`src/rtl/perf_pkg.sv`:
```
// Shared types and default widths for the performance monitor.
package perf_pkg;

  localparam int CNT_W_DEF = 32;
  localparam int INF_W_DEF = 4;

  typedef enum logic [1:0] {
    IDLE,
    RUN,
    HALTED
  } perf_state_t;

  typedef enum logic [1:0] {
    D_IDLE,
    D_LOAD,
    D_ITER,
    D_DONE
  } div_state_t;

endpackage

```
`src/rtl/seq_divider.sv`:
```
// Restoring unsigned divider, one quotient bit per cycle.
// Operands are captured on the start edge, expanded on the load edge,
// iterated W times, then presented for one cycle in D_DONE (done pulse).
// A zero divisor yields a zero quotient.
module seq_divider
  import perf_pkg::*;
#(
  parameter int W = CNT_W_DEF
) (
  input  logic         clk,
  input  logic         rst_n,
  input  logic         start,
  input  logic         abort,
  input  logic [W-1:0] dividend,
  input  logic [W-1:0] divisor,
  output logic         busy,
  output logic         done,
  output logic [W-1:0] quotient
);

  localparam int CW = $clog2(W + 1);

  div_state_t    state_q, state_d;
  logic [W-1:0]  dvd_q, dvd_d;
  logic [W-1:0]  dvs_q, dvs_d;
  logic [W-1:0]  quo_q, quo_d;
  logic [W:0]    rem_q, rem_d;
  logic [CW-1:0] cnt_q, cnt_d;
  logic [W:0]    rem_sh;
  logic [W:0]    diff;

  assign busy     = (state_q != D_IDLE);
  assign done     = (state_q == D_DONE);
  assign quotient = (dvs_q == '0) ? '0 : quo_q;

  // Next-state and datapath: shift-subtract with a down-counting iteration timer.
  always_comb begin
    state_d = state_q;
    dvd_d   = dvd_q;
    dvs_d   = dvs_q;
    quo_d   = quo_q;
    rem_d   = rem_q;
    cnt_d   = cnt_q;
    rem_sh  = {rem_q[W-1:0], quo_q[W-1]};
    diff    = rem_sh - {1'b0, dvs_q};
    unique case (state_q)
      D_IDLE: begin
        if (start) begin
          dvd_d   = dividend;
          dvs_d   = divisor;
          state_d = D_LOAD;
        end
      end
      D_LOAD: begin
        rem_d   = '0;
        quo_d   = dvd_q;
        cnt_d   = CW'(W);
        state_d = D_ITER;
      end
      D_ITER: begin
        // diff[W] set means the trial subtraction borrowed: restore.
        if (!diff[W]) begin
          rem_d = diff;
          quo_d = {quo_q[W-2:0], 1'b1};
        end else begin
          rem_d = rem_sh;
          quo_d = {quo_q[W-2:0], 1'b0};
        end
        cnt_d = cnt_q - CW'(1);
        if (cnt_q == CW'(1)) state_d = D_DONE;
      end
      D_DONE: state_d = D_IDLE;
      default: state_d = D_IDLE;
    endcase
    // Abort wins over any in-flight work; a simultaneous start restarts cleanly.
    if (abort) begin
      state_d = D_IDLE;
      if (start) begin
        dvd_d   = dividend;
        dvs_d   = divisor;
        state_d = D_LOAD;
      end
    end
  end

  // State and datapath registers.
  always_ff @(posedge clk or negedge rst_n) begin
    if (!rst_n) begin
      state_q <= D_IDLE;
      dvd_q   <= '0;
      dvs_q   <= '0;
      quo_q   <= '0;
      rem_q   <= '0;
      cnt_q   <= '0;
    end else begin
      state_q <= state_d;
      dvd_q   <= dvd_d;
      dvs_q   <= dvs_d;
      quo_q   <= quo_d;
      rem_q   <= rem_d;
      cnt_q   <= cnt_d;
    end
  end

endmodule

```
`src/rtl/perf_monitor.sv`:
```
// Cycle / retired-instruction counters with a continuously refreshed CPI.
//
//   state  | meaning
//   IDLE   | waiting for the first start_instr; counters held
//   RUN    | counting cycles and retires; CPI refreshed whenever divider is free
//   HALTED | counters frozen; final CPI computed once, then done stays high
module perf_monitor
  import perf_pkg::*;
#(
  parameter int CNT_W = CNT_W_DEF,
  parameter int INF_W = INF_W_DEF
) (
  input  logic             clk,
  input  logic             rst_n,
  input  logic             clear,
  input  logic             start_instr,
  input  logic             end_instr,
  input  logic             halt,
  output logic [CNT_W-1:0] total_cycles,
  output logic [CNT_W-1:0] instr_count,
  output logic [CNT_W-1:0] cpi,
  output logic             cpi_valid,
  output logic             done,
  output logic             err
);

  localparam logic [CNT_W-1:0] CNT_MAX = '1;
  localparam logic [INF_W-1:0] INF_MAX = '1;

  perf_state_t      state_q, state_d;
  logic [CNT_W-1:0] tc_q, tc_d;
  logic [CNT_W-1:0] ic_q, ic_d;
  logic [INF_W-1:0] inf_q, inf_d;
  logic [CNT_W-1:0] cpi_q, cpi_d;
  logic             cpi_valid_q, cpi_valid_d;
  logic             done_q, done_d;
  logic             err_q, err_d;

  logic             end_ok, start_ok;
  logic [CNT_W-1:0] tc_inc, ic_inc;
  logic             div_start, div_abort, div_busy, div_done;
  logic [CNT_W-1:0] div_quot;

  // A retire needs something in flight; a start at full occupancy is only
  // allowed when a retire frees a slot on the same edge.
  assign end_ok   = end_instr && (inf_q != '0);
  assign start_ok = start_instr && ((inf_q != INF_MAX) || end_ok);
  assign tc_inc   = (tc_q == CNT_MAX) ? tc_q : tc_q + CNT_W'(1);
  assign ic_inc   = (ic_q == CNT_MAX) ? ic_q : ic_q + CNT_W'(1);

  // Snapshot uses next-edge counter values so the halt edge divides frozen totals.
  seq_divider #(.W(CNT_W)) u_div (
    .clk      (clk),
    .rst_n    (rst_n),
    .start    (div_start),
    .abort    (div_abort),
    .dividend (tc_d),
    .divisor  (ic_d),
    .busy     (div_busy),
    .done     (div_done),
    .quotient (div_quot)
  );

  // FSM, counters, protocol checking and divider sequencing.
  always_comb begin
    state_d     = state_q;
    tc_d        = tc_q;
    ic_d        = ic_q;
    inf_d       = inf_q;
    cpi_d       = cpi_q;
    cpi_valid_d = 1'b0;
    done_d      = done_q;
    err_d       = err_q;
    div_start   = 1'b0;
    div_abort   = 1'b0;
    if (div_done) begin
      cpi_d       = div_quot;
      cpi_valid_d = 1'b1;
      if (state_q == HALTED) done_d = 1'b1;
    end
    unique case (state_q)
      IDLE: begin
        if (start_instr) begin
          state_d = RUN;
          tc_d    = CNT_W'(1);
          inf_d   = INF_W'(1);
        end
      end
      RUN: begin
        tc_d  = tc_inc;
        if (end_ok) ic_d = ic_inc;
        inf_d = inf_q + INF_W'(start_ok) - INF_W'(end_ok);
        if ((end_instr && (inf_q == '0)) || (start_instr && !start_ok)) err_d = 1'b1;
        if (halt) begin
          state_d   = HALTED;
          div_abort = 1'b1;
          div_start = (ic_d != '0);
        end else begin
          div_start = !div_busy && (ic_d != '0);
        end
      end
      HALTED: begin
        // Nothing retired: no division is started, CPI finalises as zero.
        if (!done_q && !div_busy && (ic_q == '0)) begin
          done_d      = 1'b1;
          cpi_d       = '0;
          cpi_valid_d = 1'b1;
        end
      end
      default: state_d = IDLE;
    endcase
    if (clear) begin
      state_d     = IDLE;
      tc_d        = '0;
      ic_d        = '0;
      inf_d       = '0;
      cpi_d       = '0;
      cpi_valid_d = 1'b0;
      done_d      = 1'b0;
      err_d       = 1'b0;
      div_start   = 1'b0;
      div_abort   = 1'b1;
    end
  end

  // All monitor state registers.
  always_ff @(posedge clk or negedge rst_n) begin
    if (!rst_n) begin
      state_q     <= IDLE;
      tc_q        <= '0;
      ic_q        <= '0;
      inf_q       <= '0;
      cpi_q       <= '0;
      cpi_valid_q <= 1'b0;
      done_q      <= 1'b0;
      err_q       <= 1'b0;
    end else begin
      state_q     <= state_d;
      tc_q        <= tc_d;
      ic_q        <= ic_d;
      inf_q       <= inf_d;
      cpi_q       <= cpi_d;
      cpi_valid_q <= cpi_valid_d;
      done_q      <= done_d;
      err_q       <= err_d;
    end
  end

  assign total_cycles = tc_q;
  assign instr_count  = ic_q;
  assign cpi          = cpi_q;
  assign cpi_valid    = cpi_valid_q;
  assign done         = done_q;
  assign err          = err_q;

endmodule

```
`config.mk`:
```
export PLATFORM = sky130hd
export DESIGN_NAME = perf_monitor
export DESIGN_NICKNAME = d
export VERILOG_FILES = /design/src/rtl/perf_pkg.sv /design/src/rtl/seq_divider.sv /design/src/rtl/perf_monitor.sv
export SDC_FILE = /design/constraint.sdc
export NUM_CORES = 1
export LEC_CHECK = 0
export CAP_MARGIN = 5
export CORE_UTILIZATION = 56
export CTS_BUF_LIST = sky130_fd_sc_hd__clkbuf_8
export CTS_CLUSTER_DIAMETER = 30
export DETAILED_ROUTE_END_ITERATION = 10
export PLACE_DENSITY = 0.8
export RECOVER_POWER = 100
export SYNTH_ARGS = -nofsm -noshare
export SYNTH_HDL_FRONTEND = slang
export SYNTH_HIERARCHICAL = 1
export SYNTH_SLANG_ARGS = --single-unit
```
`constraint.sdc`:
```
create_clock -name clk -period 3.9 [get_ports clk]
set_clock_uncertainty 0.15 [all_clocks]
set_input_delay 0.78 -clock clk [delete_from_list [all_inputs] [get_ports clk]]
set_output_delay 0.78 -clock clk [all_outputs]
set_load 0.05 [all_outputs]
```
==> results of run 1 <==
[power groups by stage]
stage	Combinational (W)	Clock [W]	Sequential, W
2_1_floorplan	0.000835	0	0.00291
3_3_place_gp	0.00111	0	0.00294
3_5_place_dp	0.00117	0	0.00296
4_1_cts	0.00117	0.00325	0.00292
5_1_grt	0.00130	0.00339	0.00295
6_report	0.00118	0.00321	0.00293
[layer usage]
layer	GRT usage	wire length, um	vias up
li1	-	-	5818
met1	0.442	18000	6140
met3	0.0425	2580	91
met2	0.473	18500	538
met5	0	0	-
met4	0.112	1120	0
[Yosys cell counts, types with 8 or more instances]
cell type | n | share of area
dfrtp_1 | 241 | 0.42
nor2_1 | 166 | 0.043
nand2_1 | 101 | 0.026
a21oi_1 | 95 | 0.033
inv_1 | 85 | 0.022
clkbuf_1 | 70 | 0.018
mux2i_1 | 68 | 0.047
nand4_1 | 67 | 0.029
mux2_2 | 65 | 0.051
nand3_1 | 48 | 0.017
ha_1 | 46 | 0.040
o21ai_0 | 46 | 0.016
xor2_1 | 44 | 0.027
nor2b_1 | 40 | 0.017
xnor2_1 | 40 | 0.024
nor4_1 | 22 | 0.0095
nor3_1 | 20 | 0.0069
a21o_1 | 18 | 0.0094
and3_1 | 18 | 0.0078
o221ai_1 | 16 | 0.0097
or3_1 | 15 | 0.0065
buf_2 | 13 | 0.0045
a31oi_1 | 12 | 0.0052
and2_1 | 12 | 0.0052
a211oi_1 | 11 | 0.0057
and4_1 | 10 | 0.0061
o21a_1 | 10 | 0.0052
o221ai_2 | 10 | 0.010
buf_1 | 9 | 0.0023
o211ai_1 | 9 | 0.0047
nand2b_1 | 8 | 0.0035
[per-stage QoR]
stage | cells | setup slack (ns) | TNS [ns]
final | 2040 | 0.0675 | 0
after detailed placement | 1950 | -0.502 | -30.12
after global placement | 1950 | -0.500 | -30.78
after CTS | 2039 | 0.0285 | 0
after global routing | 2040 | -0.00684 | -0.00731
after floorplan | 1541 | 0.133 | 0
[tightest hold or removal path, cell delays in order (launching register included)]
cell     delay, ns
dfrtp_1       0.34
a21oi_1       0.04
nor2_1        0.08
[cells by family (layout without fill, tap and decap cells)]
group / count (synthesis) / after routing
compound gates: 296 / 296
xor+xnor: 84 / 84
fa+ha+maj: 48 / 48
buf+inv: 180 / 349
flops: 241 / 241
mux: 133 / 133
simple gates: 559 / 559
[final timing paths]
| check | start | to | slack [ns] |
|---|---|---|---|
| setup reg to reg | instr_count[0] | flip-flop | 0.14 |
| hold reg to reg | err | err | 0.35 |
| max in group asynchronous | rst_n | u_div/rem_q[20] | 0.63 |
| min in group asynchronous | rst_n | cpi[14] | 0.82 |
| setup / recovery | end_instr | flip-flop | 0.07 |
| hold / removal | err | err | 0.35 |
[cell type report]
type / count / area, um2
flip-flops and latches: 241 / 6030
repair buffers: 175 / 1610
well taps: 330 / 413
multi-input cells: 1120 / 7720
fillers: 1916 / 7930
inverters: 85 / 319
clock inverters: 30 / 419
clock buffers: 59 / 812
[repair_timing]
item,in CTS,in global routing
gates resized for setup,0,4
setup buffers,0,1
hold endpoints to repair,0,0
setup endpoints to repair,0,85
==> qor.yml, run 1 <==
run_status:
  outcome: "finished, violations left"
  violations: "capacitance limit, slew limit"
worst_setup_path:
  startpoint_type: "input port"
  slowest_delay_ns: 0.62
  cp_slowest_cell: "or4_4"
  crit_buf_inv: 3
  cp_cell_sequence: "clkdlybuf4s50_1, inv_1, or4_4, a2111oi_4, and4_1, o2111ai_1, nor4_4, a31oi_2, o21ai_4, buf_12, mux2_2"
  crit_type: "input port to flip-flop"
  cp.required_ns: 4.18
  worst_ep_arrival_time_ns: 4.11
  critical_path.top_delay_family: "simple AND/OR/NAND/NOR gates"
  reg2reg_depth: 11
  end_kind: "flip-flop"
  cp_max_fo: 27
  critical_path_depth: 11
global_route:
  grt_usage: 0.307
  grt-ovfl-total: 0
  grt_pass1_vias: 12100
  grt_pass1_wl_um: 64400
  grt_max_degree: 101
  antenna_found_initial: 0
logic_synthesis:
  netlist_area_um2: 14400
  synth.distinct_cells: 82
  async_reset_ff_frac: 1.00
  synthAdderAreaFrac: 0.0427
  synth-warning-count: 6
  ys.flop_type: "dfrtp_1"
  syn_inst: 1541
  muxShareOfSynthArea: 0.0980
  ys_seq_area_frac: 0.418
  syn_nets: 1595
  synth_xor_area_frac: 0.0510
  yosys.area_share.simple: 0.199
  synth_enable_flop_cells: 0
  synth_compound_area_frac: 0.142
  ys_ff_latch: 241
  avgSynthCellArea_um2: 9.36
  synth_top_family_by_area: "simple AND/OR/NAND/NOR gates"
sta:
  relSlewSlack: -0.648
  final_hold_viol_count: 0
  post-route-period-util: 0.983
  setup_viol: 0
  tightest_slew_ns: 2.47
  slew_violations: 100
  final.min_clock_period_ns: 3.83
  fmax_mhz: 261
  fin_hold_ws_ns: 0.350
drt:
  avgViaCountPerCell: 6.17
  drc: 0
  routed_wl_um: 40200
  drt_iter0_drc: 1250
  drtAntennaViolNets: 0
  drt_pass1_iterations: 5
  post_drt_wl_per_cell_um: 19.7
  num_vias: 12600
hold_path:
  min_path_cells: 2
  hold_class: "flip-flop to flip-flop"
pwr:
  combPwrFrac: 0.161
  ir_drop_uv: 311
  power.share.sequential: 0.400
  p_total_w: 0.00731
  power_frac_clock: 0.439
  swShare: 0.284
  cellLeakagePower_nw: 7.79
  cellPowerDensity_nw_per_um2: 422
  p_sw_w: 0.00208
  internal_power_w: 0.00524
place:
  io_buffers: 104
  hpwl_um: 28200
  place_area_um2: 16100
  place.gp.congestion: 0.982
cells_and_area:
  final_common_cell: "dfrtp_1"
  area_growth_pct: 20.2
  fin_util: 0.686
  diodes: 0
  drive_gt1_frac: 0.150
  fin_nets: 1727
  final_cell_mix: "238 x dfrtp_1, 165 x nor2_1, 101 x nand2_1, 100 x dlygate4sd3_1, 95 x a21oi_1"
  postLayoutCellArea_um2: 17300
floorplanning:
  die_h_um: 162
  core.rowCount: 58
  fp.dieArea_um2: 26400
  core-area_um2: 25300
  design.portCount: 105
  start_util: 0.571
  die_w_um: 162
clocking:
  cts_buffers: 50
  cts_tree: "built"
  clk_path_buf_depth: 3
  cts-root-buf: "clkbuf_8"
  clk_latency_ns: 0.57
  clock_sinks: 241
  ctsHoldBuffers: 0
  htree_levels: 2
  clk_pin_slew_ns: 0.06
flow_run:
  maxCapViolCount: 1
(Power assumes the default switching activity.)
==> run 2, diff against run 1 <==
--- a/config.mk
+++ b/config.mk
@@ -6,11 +6,12 @@
 export NUM_CORES = 1
 export LEC_CHECK = 0
 export CAP_MARGIN = 5
-export CORE_UTILIZATION = 56
+export CORE_UTILIZATION = 60
 export CTS_BUF_LIST = sky130_fd_sc_hd__clkbuf_8
 export CTS_CLUSTER_DIAMETER = 30
 export DETAILED_ROUTE_END_ITERATION = 10
-export PLACE_DENSITY = 0.8
+export DONT_BUFFER_PORTS = 1
+export PLACE_DENSITY = 0.79
 export RECOVER_POWER = 100
 export SYNTH_ARGS = -nofsm -noshare
 export SYNTH_HDL_FRONTEND = slang
==> run 2 against run 1 <==
The run ends with hold timing left. Sequential share of layout area grew 2.5 points. Worst hold slack got worse by 0.59 ns. Final cell count fell by 4.6%. Non-clock buffer count is 85 lower. Fmax up 0.78%. Sequential cell count did not move. Global-route usage up 1.8 points. Register-to-register slack got worse by 0.04 ns. Critical path depth shrank 3. Clock-buffer cell count down 1. Clock power shrank 12%. Setup slack better by 0.030 ns.
==> qor.yml, run 2 (synthesis results as in run 1) <==
clocking:
  clock_sinks: 241
  htree_levels: 2
  cts-root-buf: "clkbuf_8"
  clk_pin_slew_ns: 0.07
  cts_buffers: 48
  cts_tree: "built"
  clk_path_buf_depth: 3
  clk_latency_ns: 0.58
worst_setup_path:
  worst_ep_arrival_time_ns: 4.18
  rr_startpoint: "total_cycles[11]"
  slowest_delay_ns: 0.66
  crit_type: "flip-flop to flip-flop"
  rrSetupSlack_ns: 0.1
  crit_path_start: "total_cycles[11]"
  startpoint_type: "flip-flop"
  cp.required_ns: 4.28
  cp_max_fo: 7
  cp_cell_sequence: "clkbuf_1, nand4_1, or4b_2, o31ai_1, nor3_1, a31o_2, a31oi_1, mux2_2"
  end_kind: "flip-flop"
  reg2reg_depth: 8
  cp_slowest_cell: "or4b_2"
pwr:
  power.share.sequential: 0.429
  power_frac_clock: 0.410
  ir_drop_uv: 269
  cellLeakagePower_nw: 6.91
  p_sw_w: 0.00212
  combPwrFrac: 0.161
  cellPowerDensity_nw_per_um2: 424
  swShare: 0.310
  internal_power_w: 0.00472
sta:
  post-route-period-util: 0.975
  relSlewSlack: 0.125
  slew_violations: 0
  final.min_clock_period_ns: 3.80
  final_hold_viol_count: 241
  fin_ws_ns: 0.0971
  fmax_mhz: 263
  grt_setup_unrepaired: "true"
  fin_hold_ws_ns: -0.236
  setup_viol: 0
  tightest_slew_ns: 1.31
floorplanning:
  core-area_um2: 23500
  start_util: 0.613
  fp.dieArea_um2: 24700
  core.rowCount: 56
  design.portCount: 105
  die_h_um: 157
  die_w_um: 157
place:
  place_area_um2: 15200
  post-place-ws_ns: 0.0279
  io_buffers: 0
  hpwl_um: 27200
  place.gp.congestion: 0.954
global_route:
  top_usage_layer: "met2"
  antenna_found_initial: 2
  grt_usage: 0.325
  grt-ovfl-total: 0
  grt_max_degree: 242
  grt_pass1_wl_um: 62600
  use_met1: 0.459
  grt_pass1_vias: 11600
  use_met3: 0.0820
  use_met2: 0.491
drt:
  avgViaCountPerCell: 6.34
  num_vias: 12300
  drtAntennaViolNets: 0
  drt_iter0_drc: 1375
  drt_pass1_iterations: 6
  drc: 0
  routed_wl_um: 40400
  post_drt_wl_per_cell_um: 20.8
hold_path:
  hold_class: "input port to async pin"
flow_run:
  maxCapViolCount: 0
cells_and_area:
  drive_gt1_frac: 0.149
  area_growth_pct: 12.0
  postLayoutCellArea_um2: 16100
  final_common_cell: "dfrtp_1"
  fill_cells: 1782
  fin_nets: 1641
  final_cell_mix: "238 x dfrtp_1, 165 x nor2_1, 101 x nand2_1, 95 x a21oi_1, 87 x inv_1"
run_status:
  outcome: "finished, violations left"
  violations: "hold timing"
## run 2: power groups by stage
| stage | clock, W | sequential [W] | combinational (W) |
|---|---|---|---|
| 6_report | 0.00281 | 0.00293 | 0.00110 |
| 5_1_grt | 0.00296 | 0.00295 | 0.00121 |
| 4_1_cts | 0.00283 | 0.00292 | 0.00107 |
| 3_5_place_dp | 0 | 0.00296 | 0.00105 |
| 3_3_place_gp | 0 | 0.00295 | 0.00101 |
| 2_1_floorplan | 0 | 0.00291 | 0.000835 |
## run 2: how the worst min path moves through the flow
stage                            endpoint  slack [ns]  cells after the start
after detailed placement  instr_count[10]        0.34                      0
after global routing            async pin       -0.26                      0
after global placement    instr_count[12]        0.34                      0
final                           async pin       -0.24                      0
after CTS                       async pin       -0.27                      0
after floorplan                 flip-flop        0.32                      1
## run 2: area by class of cell
class | count | area (um2) | area share
Sequential cell | 241 | 6030 | 0.374
Inverter | 85 | 319 | 0.0198
Tap cell | 319 | 399 | 0.0247
Multi-Input combinational cell | 1121 | 7750 | 0.480
Clock buffer | 58 | 798 | 0.0494
Timing Repair Buffer | 90 | 561 | 0.0347
Antenna cell | 1 | 2.50 | 0.000155
Clock inverter | 32 | 280 | 0.0174
## run 2: worst max-delay path: cells and delay by family, from the launching register on
family / cells / cell delay (ns)
multiplexers: 1 / 0.25
flip-flops: 1 / 0.32
buffers and inverters: 1 / 0.57
AND/OR/NAND/NOR: 3 / 1.20
AO/OA/AOI/OAI: 3 / 1.26
## run 2: timing repair
action                                  in CTS  in global routing
setup buffers                                0                  2
resized for setup                            0                  8
endpoints found under the setup margin       0                 95
hold endpoints to repair                   241                241
## run 2: metal layers
layer | vias to the layer above | routed length, um | share of wire
li1 | 5626 | - | -
met1 | 6017 | 17400 | 0.43
met2 | 594 | 18000 | 0.44
met3 | 97 | 4120 | 0.10
met4 | 2 | 983 | 0.024
met5 | - | 13 | 0.00032
## run 2: metrics by stage
step                std cells  utilization  setup TNS, ns  total power (W)
floorplan                1541            -              0          0.00374
global placement         1852        0.644              0          0.00396
detailed placement       1852        0.644              0          0.00401
CTS                      1942        0.690              0          0.00683
global route             1946        0.686        -0.0531          0.00712
finish                   1947        0.686              0          0.00684
